`src/rtl/relu_layer_sequencer.sv`:
```
// rtl/relu_layer_sequencer.sv - final-layer ReLU sequencer with streaming output and running arg-max.
// One feature map per start: NUM_ELEMS words in, ReLUed words out, class index reported with done.
module relu_layer_sequencer #(
  parameter int BITWIDTH  = 32,
  parameter int NUM_ELEMS = 10,
  parameter int IDX_W     = 4
) (
  input  logic                clk,
  input  logic                rst,
  input  logic                start,
  output logic                busy,
  input  logic                in_valid,
  input  logic [BITWIDTH-1:0] in_data,
  output logic                in_ready,
  output logic                out_valid,
  output logic [BITWIDTH-1:0] out_data,
  output logic [IDX_W-1:0]    out_index,
  input  logic                out_ready,
  output logic                done,
  output logic [IDX_W-1:0]    class_idx
);

  // One extra bit so the input counter can sit at NUM_ELEMS without wrapping.
  localparam int CNT_W = IDX_W + 1;
  localparam logic [CNT_W-1:0] CNT_MAX  = CNT_W'(NUM_ELEMS);
  localparam logic [CNT_W-1:0] CNT_ONE  = CNT_W'(1);
  localparam logic [IDX_W-1:0] LAST_IDX = IDX_W'(NUM_ELEMS - 1);

  typedef enum logic [1:0] {IDLE, RUN, DONE} state_t;

  state_t              state_q, state_d;
  logic [CNT_W-1:0]    in_cnt_q, in_cnt_d;
  logic [CNT_W-1:0]    out_cnt_q, out_cnt_d;
  logic                out_valid_q, out_valid_d;
  logic [BITWIDTH-1:0] out_data_q, out_data_d;
  logic [IDX_W-1:0]    out_index_q, out_index_d;
  logic                done_q, done_d;
  logic [IDX_W-1:0]    class_idx_q, class_idx_d;
  logic [BITWIDTH-1:0] max_q, max_d;
  logic [IDX_W-1:0]    max_idx_q, max_idx_d;

  logic                accept;
  logic                consume;
  logic [BITWIDTH-1:0] relu_val;

  assign relu_val = in_data[BITWIDTH-1] ? '0 : in_data;
  assign in_ready = (state_q == RUN) && (in_cnt_q < CNT_MAX) && (!out_valid_q || out_ready);
  assign accept   = in_valid && in_ready;
  assign consume  = out_valid_q && out_ready;

  always_comb begin
    state_d     = state_q;
    in_cnt_d    = in_cnt_q;
    out_cnt_d   = out_cnt_q;
    out_valid_d = out_valid_q;
    out_data_d  = out_data_q;
    out_index_d = out_index_q;
    done_d      = 1'b0;
    class_idx_d = class_idx_q;
    max_d       = max_q;
    max_idx_d   = max_idx_q;
    case (state_q)
      IDLE: begin
        if (start) begin
          state_d   = RUN;
          in_cnt_d  = '0;
          out_cnt_d = '0;
          max_d     = '0;
          max_idx_d = '0;
        end
      end
      RUN: begin
        if (accept) begin
          out_data_d  = relu_val;
          out_index_d = in_cnt_q[IDX_W-1:0];
          in_cnt_d    = in_cnt_q + CNT_ONE;
          // Strictly greater: ties keep the lower index.
          if (relu_val > max_q) begin
            max_d     = relu_val;
            max_idx_d = in_cnt_q[IDX_W-1:0];
          end
        end
        if (consume) begin
          out_cnt_d = out_cnt_q + CNT_ONE;
        end
        if (accept) begin
          out_valid_d = 1'b1;
        end else if (consume) begin
          out_valid_d = 1'b0;
        end
        if (consume && (out_index_q == LAST_IDX)) begin
          state_d     = DONE;
          done_d      = 1'b1;
          class_idx_d = max_idx_q;
        end
      end
      DONE: begin
        state_d = IDLE;
      end
      default: begin
        state_d = IDLE;
      end
    endcase
  end

  always_ff @(posedge clk or posedge rst) begin
    if (rst) begin
      state_q     <= IDLE;
      in_cnt_q    <= '0;
      out_cnt_q   <= '0;
      out_valid_q <= 1'b0;
      out_data_q  <= '0;
      out_index_q <= '0;
      done_q      <= 1'b0;
      class_idx_q <= '0;
      max_q       <= '0;
      max_idx_q   <= '0;
    end else begin
      state_q     <= state_d;
      in_cnt_q    <= in_cnt_d;
      out_cnt_q   <= out_cnt_d;
      out_valid_q <= out_valid_d;
      out_data_q  <= out_data_d;
      out_index_q <= out_index_d;
      done_q      <= done_d;
      class_idx_q <= class_idx_d;
      max_q       <= max_d;
      max_idx_q   <= max_idx_d;
    end
  end

  assign busy      = (state_q != IDLE);
  assign out_valid = out_valid_q;
  assign out_data  = out_data_q;
  assign out_index = out_index_q;
  assign done      = done_q;
  assign class_idx = class_idx_q;

endmodule

```
`config.mk`:
```
export PLATFORM = sky130hd
export DESIGN_NAME = relu_layer_sequencer
export DESIGN_NICKNAME = d
export VERILOG_FILES = /design/src/rtl/relu_layer_sequencer.sv
export SDC_FILE = /design/constraint.sdc
export NUM_CORES = 1
export LEC_CHECK = 0
export BUFFER_PORTS_ARGS = -buffer_cell sky130_fd_sc_hd__buf_2
export CORE_MARGIN = 5
export CORE_UTILIZATION = 56
export CTS_BUF_LIST = sky130_fd_sc_hd__clkbuf_16
export DETAILED_ROUTE_END_ITERATION = 6
export PLACE_DENSITY_LB_ADDON = 0.1
export SLEW_MARGIN = 10
export SYNTH_ARGS = -nofsm -noshare
export SYNTH_HDL_FRONTEND = slang
export SYNTH_SLANG_ARGS = --single-unit
export TNS_END_PERCENT = 20
```
`constraint.sdc`:
```
create_clock -name clk -period 2.6 [get_ports clk]
set_input_delay 0.13 -clock clk [delete_from_list [all_inputs] [get_ports clk]]
set_output_delay 0.13 -clock clk [all_outputs]
set_load 0.005 [all_outputs]
```
==> flow_summary.json, run 1 <==
{
  "dpl_cell_area_sq_um": 4880,
  "mappedNetlistArea_sq_um": 4280,
  "crit_type": "reg2reg",
  "arrival_ns": 2.62,
  "crit_path_max_fanout": 18,
  "drive_above_1_share_pct": 24.2,
  "final.setup.tns_ns": 0,
  "setup_viol": 0,
  "synth_nets": 524,
  "drt-total-wl_microns": 9380,
  "wire_per_inst_microns": 14.5,
  "nFillCells": 599,
  "gp_congestion": 0.826,
  "cts.path.max_buffers": 2,
  "track_usage_pct": 20.5,
  "drcViolationCount": 0,
  "worstHoldStart": "start",
  "rows": 31,
  "status": "finished, final reports clean",
  "areaGrowthSynthToFinish_pct": 21.7,
  "ioPinCount": 81,
  "post-route-period-util_pct": 92.7,
  "final_nets": 612,
  "dieArea_sq_um": 9490,
  "drt_iter0_markers": 111,
  "ff_latch_area_sq_um": 2080,
  "syn_avg_cell_area_sq_um": 9.39,
  "htreeDepth": 3,
  "cts_root_buf": "clkbuf_16",
  "ir_drop_mv": 0.534,
  "cts_num_sinks": 83,
  "cellLeakagePower_nw": 2.73,
  "powerDensity_nw_per_um2": 1150,
  "die_h_microns": 97.4,
  "post_cts_buffers": 0,
  "ant_nets": 0,
  "io_buffer_count": 79,
  "rr_worst_depth": 10,
  "hpwl_microns": 6430,
  "timing.rr.end": "max_q[18]",
  "maxSlewHeadroom_pct": 57.8,
  "crit_path_cell_trace": "inv_1, ha_1, nand4_1, nor4_1, or2_2, o41a_1, a311o_1, nor2b_2, buf_12, o22ai_1",
  "slowest_stage": "nor4_1",
  "cts_tree": "done",
  "globalRouteOverflowTotal": 0,
  "ctsHoldBuffers": 1,
  "grt_pass1_wl_microns": 15900,
  "fin_util_pct": 71.1,
  "hold_viol": 0,
  "tightest_slew_ns": 0.633,
  "numCtsBuffers": 9,
  "ff2ff_setup_slack_ns": 0.19,
  "slowest_delay_ns": 0.41,
  "via_per_inst": 5.26,
  "antenna_found_initial": 0,
  "cap_violations": 0,
  "required_ns": 2.81,
  "vias": 3411,
  "end_kind": "flip-flop",
  "final_cell_area_sq_um": 5210,
  "clk_pin_slew_ns": 0.06,
  "startpoint": "max_q[23]",
  "ys_seq_area_share_pct": 48.5,
  "hold_ws_ns": 0.0497,
  "clock_latency_ns": 0.34,
  "synthCells": 456,
  "first_pass_iters": 4,
  "setup.worst_path.start_class": "flip-flop",
  "synth_seq_cells": 83,
  "critPathCapture": "max_q[18]",
  "ys.warnings.count": 0,
  "rsz0062_at_grt": "no",
  "diodes": 0,
  "min_path_type": "in2reg",
  "finalCriticalPeriod_ns": 2.41,
  "synth.distinct_cells": 38,
  "first_global_vias": 3394,
  "power_mw": 5.98,
  "cts_resized": 0,
  "multiInputGateArea_sq_um": 1850,
  "r2r-start": "max_q[23]",
  "skew_ns": 0.00787,
  "drv_slew": 0,
  "grt_max_degree": 76,
  "die_w_microns": 97.4,
  "core_area_sq_um": 7330,
  "initial_utilization_pct": 58.4,
  "clock.fmax_mhz": 415
}
## worst max-delay path: cells and delay by family, from the launching register on
family                     cells  cell delay (ns)
DFF                            1             0.34
AOI/OAI and AO/OA              3             0.40
and+or+nand+nor                4             1.02
buffers and inverters          2             0.23
adders and majority gates      1             0.31
## cell usage in the layout, fill, tap and decap left out, types with 2 or more instances in the layout
cell type	instances
nor2_1	7
inv_1	62
clkinv_1	2
nor2b_1	2
clkbuf_16	9
nand4_1	6
buf_2	79
and2_1	2
clkinv_4	2
buf_12	4
a21o_1	2
a21oi_1	11
nand3_1	11
o22ai_2	9
bufinv_16	2
o21ai_0	42
buf_4	16
o2bb2ai_1	2
o21a_1	3
nand2_1	75
mux2_2	5
nor4_1	2
o22ai_1	25
or2_2	2
ha_1	31
nand2b_1	34
dfrtp_1	83
## cells in the mapped netlist
library cell,n,area share [%]
o2111ai_1,1,0.20
a21boi_0,1,0.18
xnor2_1,1,0.20
or2_2,2,0.29
nand3_1,11,1.3
nand4_1,6,0.88
o21a_1,3,0.53
o41a_1,1,0.26
buf_6,4,1.1
a21o_1,2,0.35
nand2_1,76,6.7
nand2b_1,34,5.0
nor4_1,2,0.29
o31a_1,1,0.20
and2_1,2,0.29
nor3b_1,1,0.18
nor2b_1,3,0.44
nor4b_1,1,0.20
conb_1,1,0.088
o22ai_2,9,2.6
clkbuf_1,15,1.3
nor2_1,7,0.61
o21ai_0,42,4.9
o22ai_1,25,3.7
a311o_1,1,0.23
a2111oi_4,1,0.64
xor2_1,1,0.20
dfrtp_1,83,49
buf_4,1,0.18
mux2_2,5,1.3
buf_2,3,0.35
mux2i_1,1,0.23
inv_1,63,5.5
a211oi_1,1,0.18
and4_1,1,0.20
ha_1,31,9.1
a21oi_1,11,1.3
o2bb2ai_1,2,0.41
## sequential cells by signal, indices dropped and copies added (netlist names)
name / cells
out_data: 31
max_q: 31
max_idx_q: 4
done: 1
in_cnt_q: 5
state_q: 2
out_valid: 1
out_index: 4
class_idx: 4
## report_power, final
part           leakage [nW]  switching [mW]  internal (mW)
clock                 0.151           0.515          0.838
combinational          1.50            1.30           1.10
sequential             1.08           0.333           1.90
total                  2.73            2.14           3.83
## layer usage
metal | GRT usage [%] | part of all wire (%) | wire length [microns] | up-vias
li1 | - | - | - | 1697
met1 | 25.9 | 44 | 4110 | 1629
met2 | 35.8 | 51 | 4800 | 75
met3 | 4.02 | 4.0 | 376 | 10
met4 | 5.43 | 1.0 | 97 | 0
met5 | 0 | 0 | 0 | -
## metrics by stage
step / worst slack (ns) / instances
6_report: 0.189 / 648
5_1_grt: 0.00677 / 648
4_1_cts: 0.178 / 648
3_5_place_dp: 0.00440 / 631
3_3_place_gp: 0.0816 / 631
2_1_floorplan: 0.242 / 456
## kinds of logic after synthesis
group	share of synthesized area (%)
and+or+nand+nor	16.3
AOI/OAI and AO/OA	15.7
buffers and inverters	8.42
DFF	48.5
adders and majority gates	9.06
muxes	1.55
xor gates and xnor gates	0.409
other	0.0876
## how the worst min path moves through the flow
stage,endpoint,slack (ns),cells after the start
detailed placement,max_q[20],0.23,2
CTS,state_q[0],0.05,3
finish,state_q[0],0.05,3
global route,state_q[0],0.06,3
global placement,out_data[20],0.22,2
floorplan,state_q[0],0.28,2
## final cells by class
type                            instances  area share, %
Tap cell                               99           2.38
Multi-Input combinational cell        287           35.5
Clock buffer                            9           4.32
Timing Repair Buffer                  100           11.6
Clock inverter                          7           1.78
Inverter                               63           4.56
Sequential cell                        83           39.9
Note: power is estimated with default switching activity, not from simulation.
==> run 2: changes to the inputs <==
--- a/config.mk
+++ b/config.mk
@@ -7,7 +7,7 @@
 export LEC_CHECK = 0
 export BUFFER_PORTS_ARGS = -buffer_cell sky130_fd_sc_hd__buf_2
 export CORE_MARGIN = 5
-export CORE_UTILIZATION = 56
+export CORE_UTILIZATION = 50
 export CTS_BUF_LIST = sky130_fd_sc_hd__clkbuf_16
 export DETAILED_ROUTE_END_ITERATION = 6
 export PLACE_DENSITY_LB_ADDON = 0.1
==> constraint.sdc (replaced) <==
create_clock -name clk -period 2.12 [get_ports clk]
set_input_delay 0.106 -clock clk [delete_from_list [all_inputs] [get_ports clk]]
set_output_delay 0.106 -clock clk [all_outputs]
set_load 0.005 [all_outputs]
==> run 2 against run 1 <==
Against the previous run:
- the flow now finishes with violations (setup timing)
- register-to-register slack worse by 0.42 ns
- final cell count up 6.2%
- sequential power up 23%
- worst setup slack worse by 0.42 ns
- clock skew down 0.00072 ns
- largest power group unchanged
==> flow_summary.json, run 2 (synthesis gave the netlist of run 1 again) <==
{
  "status": "finished, violations left",
  "failed_checks": "setup timing",
  "path_buf_inv": 3,
  "drt_iter0_markers": 119,
  "clock_latency_ns": 0.34,
  "cap_violations": 0,
  "dieArea_sq_um": 10500,
  "drv_slew": 0,
  "end_kind": "flip-flop",
  "areaGrowthSynthToFinish_pct": 31.7,
  "rows": 33,
  "combPwrFrac_pct": 45.0,
  "track_usage_pct": 20.0,
  "crit_type": "reg2reg",
  "crit_path_max_fanout": 9,
  "layout_commonest_cell": "dfrtp_1",
  "final_nets": 646,
  "gp_congestion": 0.803,
  "worstSetupPathDepth": 10,
  "final_cell_mix": "dfrtp_1 (83), buf_2 (79), nand2_1 (74)",
  "power.net_switching_mw": 2.81,
  "drt-total-wl_microns": 10200,
  "die_h_microns": 103,
  "ir_drop_mv": 0.619,
  "finalCriticalPeriod_ns": 2.35,
  "cellLeakagePower_nw": 2.96,
  "initial_utilization_pct": 51.6,
  "required_ns": 2.34,
  "via_per_inst": 5.15,
  "io_buffer_count": 79,
  "min_path_type": "in2reg",
  "hold_depth": 3,
  "powerDensity_nw_per_um2": 1370,
  "first_global_vias": 3604,
  "cts.path.max_buffers": 2,
  "maxSlewHeadroom_pct": 58.2,
  "core_area_sq_um": 8300,
  "diodes": 0,
  "ant_nets": 0,
  "drive_above_1_share_pct": 30.9,
  "arrival_ns": 2.57,
  "rr_worst_depth": 10,
  "die_w_microns": 103,
  "pre_cts_ws_ns": -0.454,
  "drcViolationCount": 0,
  "cts_num_sinks": 83,
  "setup.worst_path.start_class": "flip-flop",
  "power_mw": 7.75,
  "crit_family": "compound AO/OA/AOI/OAI gates",
  "antenna_found_initial": 0,
  "clk_pin_slew_ns": 0.06,
  "p_seq_share_pct": 35.5,
  "ff2ff_setup_slack_ns": -0.23,
  "slowest_stage": "o41a_1",
  "cts_tree": "done",
  "wire_per_inst_microns": 14.9,
  "cts_root_buf": "clkbuf_16",
  "p_int_mw": 4.94,
  "globalRouteOverflowTotal": 0,
  "dpl_cell_area_sq_um": 5220,
  "tightest_slew_ns": 0.626,
  "grt_pass1_wl_microns": 16600,
  "ioPinCount": 81,
  "final.setup.tns_ns": -7.37,
  "post-route-period-util_pct": 111,
  "vias": 3543,
  "grt_max_degree": 76,
  "hpwl_microns": 7220,
  "skew_ns": 0.00715,
  "power.share.switching_pct": 36.2,
  "setup_viol": 35,
  "power_frac_clock_pct": 19.5,
  "rsz0062_at_grt": "yes",
  "clock.fmax_mhz": 425,
  "htreeDepth": 3,
  "fin_util_pct": 68.0,
  "worst_slack_ns": -0.230,
  "crit_path_cell_trace": "inv_1, ha_1, a21oi_2, nand2_1, o41a_1, a311o_1, buf_4, nand2_4, clkbuf_16, o22ai_2",
  "final_cell_area_sq_um": 5640,
  "numCtsBuffers": 9,
  "first_pass_iters": 5,
  "slowest_delay_ns": 0.40,
  "hold_viol": 0
}
## run 2: cell count changes in the layout (fill, tap and decap cells not counted), moves of 3 or more
cell / before / now
nand2b_1: 34 / 28
buf_4: 16 / 44
nand2b_4: 0 / 6
buf_12: 4 / 7
## run 2: layer usage
layer  wire [microns]  share of wire [%]  GRT usage (%)
met4              201                2.0           8.48
met1             4430                 43           25.0
met5                0                  0              0
met3              434                4.2           2.57
met2             5180                 51           35.0
## run 2: layout make-up
class	count	area [sq um]
Clock buffer	9	225
Clock inverter	7	60.1
Fill cell	657	2660
Inverter	63	240
Multi-Input combinational cell	287	1970
Sequential cell	83	2080
Tap cell	105	131
Timing Repair Buffer	134	937
## run 2: worst paths after layout
path	start	to
max	max_q[30]	max_q[30]
min	start	state_q[0]
max reg2reg	max_q[30]	max_q[30]
min reg2reg	out_data[20]	out_data[20]
max in group asynchronous	rst	max_q[2]
min in group asynchronous	rst	out_data[27]
## run 2: worst min-delay path, cell delays in order
cell and delay [ns]:
buf_2 0.08, mux2i_1 0.05, nor2_1 0.08
## run 2: stage by stage
step,instances,hold slack (ns)
detailed placement,667,0.228
global placement,667,0.220
global route,688,0.0536
finish,688,0.0347
floorplan,456,0.259
CTS,684,0.0162
## run 2: power by group through the flow
| stage | logic (mW) | clock network, mW | registers [mW] |
|---|---|---|---|
| finish | 3.49 | 1.51 | 2.75 |
| global placement | 3.12 | 0 | 2.74 |
| floorplan | 1.99 | 0 | 2.74 |
| CTS | 3.28 | 1.54 | 2.75 |
| global route | 3.91 | 1.60 | 2.85 |
| detailed placement | 3.23 | 0 | 2.77 |
## run 2: repair_timing
action                                 4_1_cts  5_1_grt
resized for setup                            3       10
gates cloned                                 0        2
setup endpoints to repair                   35       35
pin swaps                                    0        9
hold buffers                                 1        0
endpoints found under the hold margin       25        0
setup buffers                                0        2
==> run 3: changes to the inputs <==
--- a/config.mk
+++ b/config.mk
@@ -6,9 +6,12 @@
 export NUM_CORES = 1
 export LEC_CHECK = 0
 export BUFFER_PORTS_ARGS = -buffer_cell sky130_fd_sc_hd__buf_2
+export CELL_PAD_IN_SITES_DETAIL_PLACEMENT = 1
+export CELL_PAD_IN_SITES_GLOBAL_PLACEMENT = 2
 export CORE_MARGIN = 5
-export CORE_UTILIZATION = 50
+export CORE_UTILIZATION = 31
 export CTS_BUF_LIST = sky130_fd_sc_hd__clkbuf_16
+export CTS_CLUSTER_DIAMETER = 30
 export DETAILED_ROUTE_END_ITERATION = 6
 export PLACE_DENSITY_LB_ADDON = 0.1
 export SLEW_MARGIN = 10
==> run 3 against run 2 <==
Against the previous run:
- the run still ends with setup timing left
- sequential power barely moved
- via count increased by 0.20%
- worst setup slack got worse by 0.077 ns
- sequential share of layout area decreased by 0.41 points
- clock power increased by 18%
- global-route usage shrank 4.7 points
- die area is 55% higher
- combinational power down 6.3%
- register-to-register slack got worse by 0.08 ns
- first-iteration DRC count fell by 11%
- critical endpoint is now max_q[21]
- largest cell class unchanged
- largest power group unchanged
==> flow_summary.json, run 3 (synthesis gave the netlist of run 1 again) <==
{
  "setup_viol": 35,
  "cts_tree": "done",
  "post_cts_buffers": 0,
  "fin_util_pct": 41.6,
  "ir_drop_mv": 0.610,
  "ant_nets": 0,
  "tightest_slew_ns": 0.585,
  "diodes": 0,
  "arrival_ns": 2.64,
  "core_area_sq_um": 13700,
  "post-route-period-util_pct": 115,
  "die_h_microns": 128,
  "end_kind": "flip-flop",
  "antenna_found_initial": 0,
  "cap_violations": 0,
  "hpwl_microns": 8420,
  "dp.cells": 749,
  "required_ns": 2.34,
  "worst_slack_ns": -0.308,
  "min_path_type": "in2reg",
  "cellLeakagePower_nw": 2.97,
  "dieArea_sq_um": 16300,
  "status": "finished, violations left",
  "clk_pin_slew_ns": 0.06,
  "io_buffer_count": 79,
  "rows": 43,
  "cts.path.max_buffers": 2,
  "globalRouteOverflowTotal": 0,
  "powerDensity_nw_per_um2": 1370,
  "numCtsBuffers": 9,
  "via_per_inst": 4.63,
  "grt_max_degree": 76,
  "crit_type": "reg2reg",
  "drv_slew": 0,
  "vias": 3550,
  "rsz0062_at_grt": "yes",
  "cts_num_sinks": 83,
  "drive_above_1_share_pct": 30.9,
  "wire_per_inst_microns": 15.2,
  "hold_viol": 0,
  "initial_utilization_pct": 31.2,
  "first_pass_iters": 4,
  "clock.fmax_mhz": 412,
  "maxSlewHeadroom_pct": 60.9,
  "final_cell_mix": "dfrtp_1 (83), buf_2 (79), nand2_1 (75)",
  "drcViolationCount": 0,
  "drt_iter0_markers": 106,
  "clock_latency_ns": 0.34,
  "cts_root_buf": "clkbuf_16",
  "layout_commonest_cell": "dfrtp_1",
  "failed_checks": "setup timing",
  "ioPinCount": 81,
  "finalCriticalPeriod_ns": 2.43,
  "setup.worst_path.start_class": "flip-flop",
  "skew_ns": 0.00364,
  "final_nets": 649,
  "fin_cells": 766,
  "areaGrowthSynthToFinish_pct": 33.2,
  "grt_pass1_wl_microns": 19900,
  "gp_congestion": 0.742,
  "track_usage_pct": 15.4,
  "drt-total-wl_microns": 11600,
  "first_global_vias": 3989,
  "power_mw": 7.81,
  "crit_path_max_fanout": 27,
  "htreeDepth": 3,
  "die_w_microns": 128
}
## run 3: routing by layer
metal | GRT usage [%] | part of all wire (%) | vias to the layer above
met1 | 18.8 | 44 | 1736
met2 | 27.1 | 52 | 42
met3 | 2.88 | 2.7 | 12
met4 | 5.30 | 1.6 | 0
met5 | 0 | 0 | -
li1 | - | - | 1760
## run 3: area by class of cell
class	instances	area, sq um
Sequential cell	83	2080
Clock inverter	7	108
Multi-Input combinational cell	287	1930
Clock buffer	9	225
Inverter	63	240
Tap cell	180	225
Fill cell	1626	8020
Timing Repair Buffer	137	896
## run 3: worst paths after layout
check                           slack [ns]            to          from  cells after the start
worst max-delay path                 -0.31     max_q[21]     max_q[27]                     11
worst min-delay path                  0.02    state_q[0]         start                      3
worst max register to register       -0.31     max_q[21]     max_q[27]                     11
worst min register to register        0.47  out_data[20]  out_data[20]                      2
max in group asynchronous             1.12      max_q[1]           rst                      4
min in group asynchronous             0.38  out_data[28]           rst                      3
## run 3: what timing repair did
| action | in CTS | in global routing |
|---|---|---|
| endpoints found under the hold margin | 23 | 0 |
| resized for setup | 5 | 0 |
| hold buffers | 1 | 0 |
| pin swaps | 2 | 1 |
| endpoints found under the setup margin | 35 | 35 |
## run 3: through the flow
stage	hold slack, ns	instance area, sq um	setup TNS [ns]	setup slack (ns)
after floorplan	0.259	4380	-1.78	-0.0687
after global placement	0.198	5340	-16.44	-0.487
after detailed placement	0.201	5340	-18.00	-0.562
after CTS	0.00718	5700	-9.16	-0.288
after global routing	0.0250	5700	-15.40	-0.464
final	0.0169	5700	-10.04	-0.308
## run 3: critical path, stage by stage (launching register included)
cell and delay [ns]:
dfrtp_1 0.36, inv_1 0.08, ha_4 0.28, nand4_1 0.15, nor4_2 0.35, buf_4 0.17, or2_4 0.11, o41a_1 0.12
a311o_1 0.16, nor2b_4 0.20, buf_12 0.20, o22ai_1 0.12
## run 3: report_power, final
part           switching (mW)  internal (mW)
Sequential              0.432           2.33
Clock                   0.642           1.14
Combinational            1.70           1.57
Total                    2.78           5.03
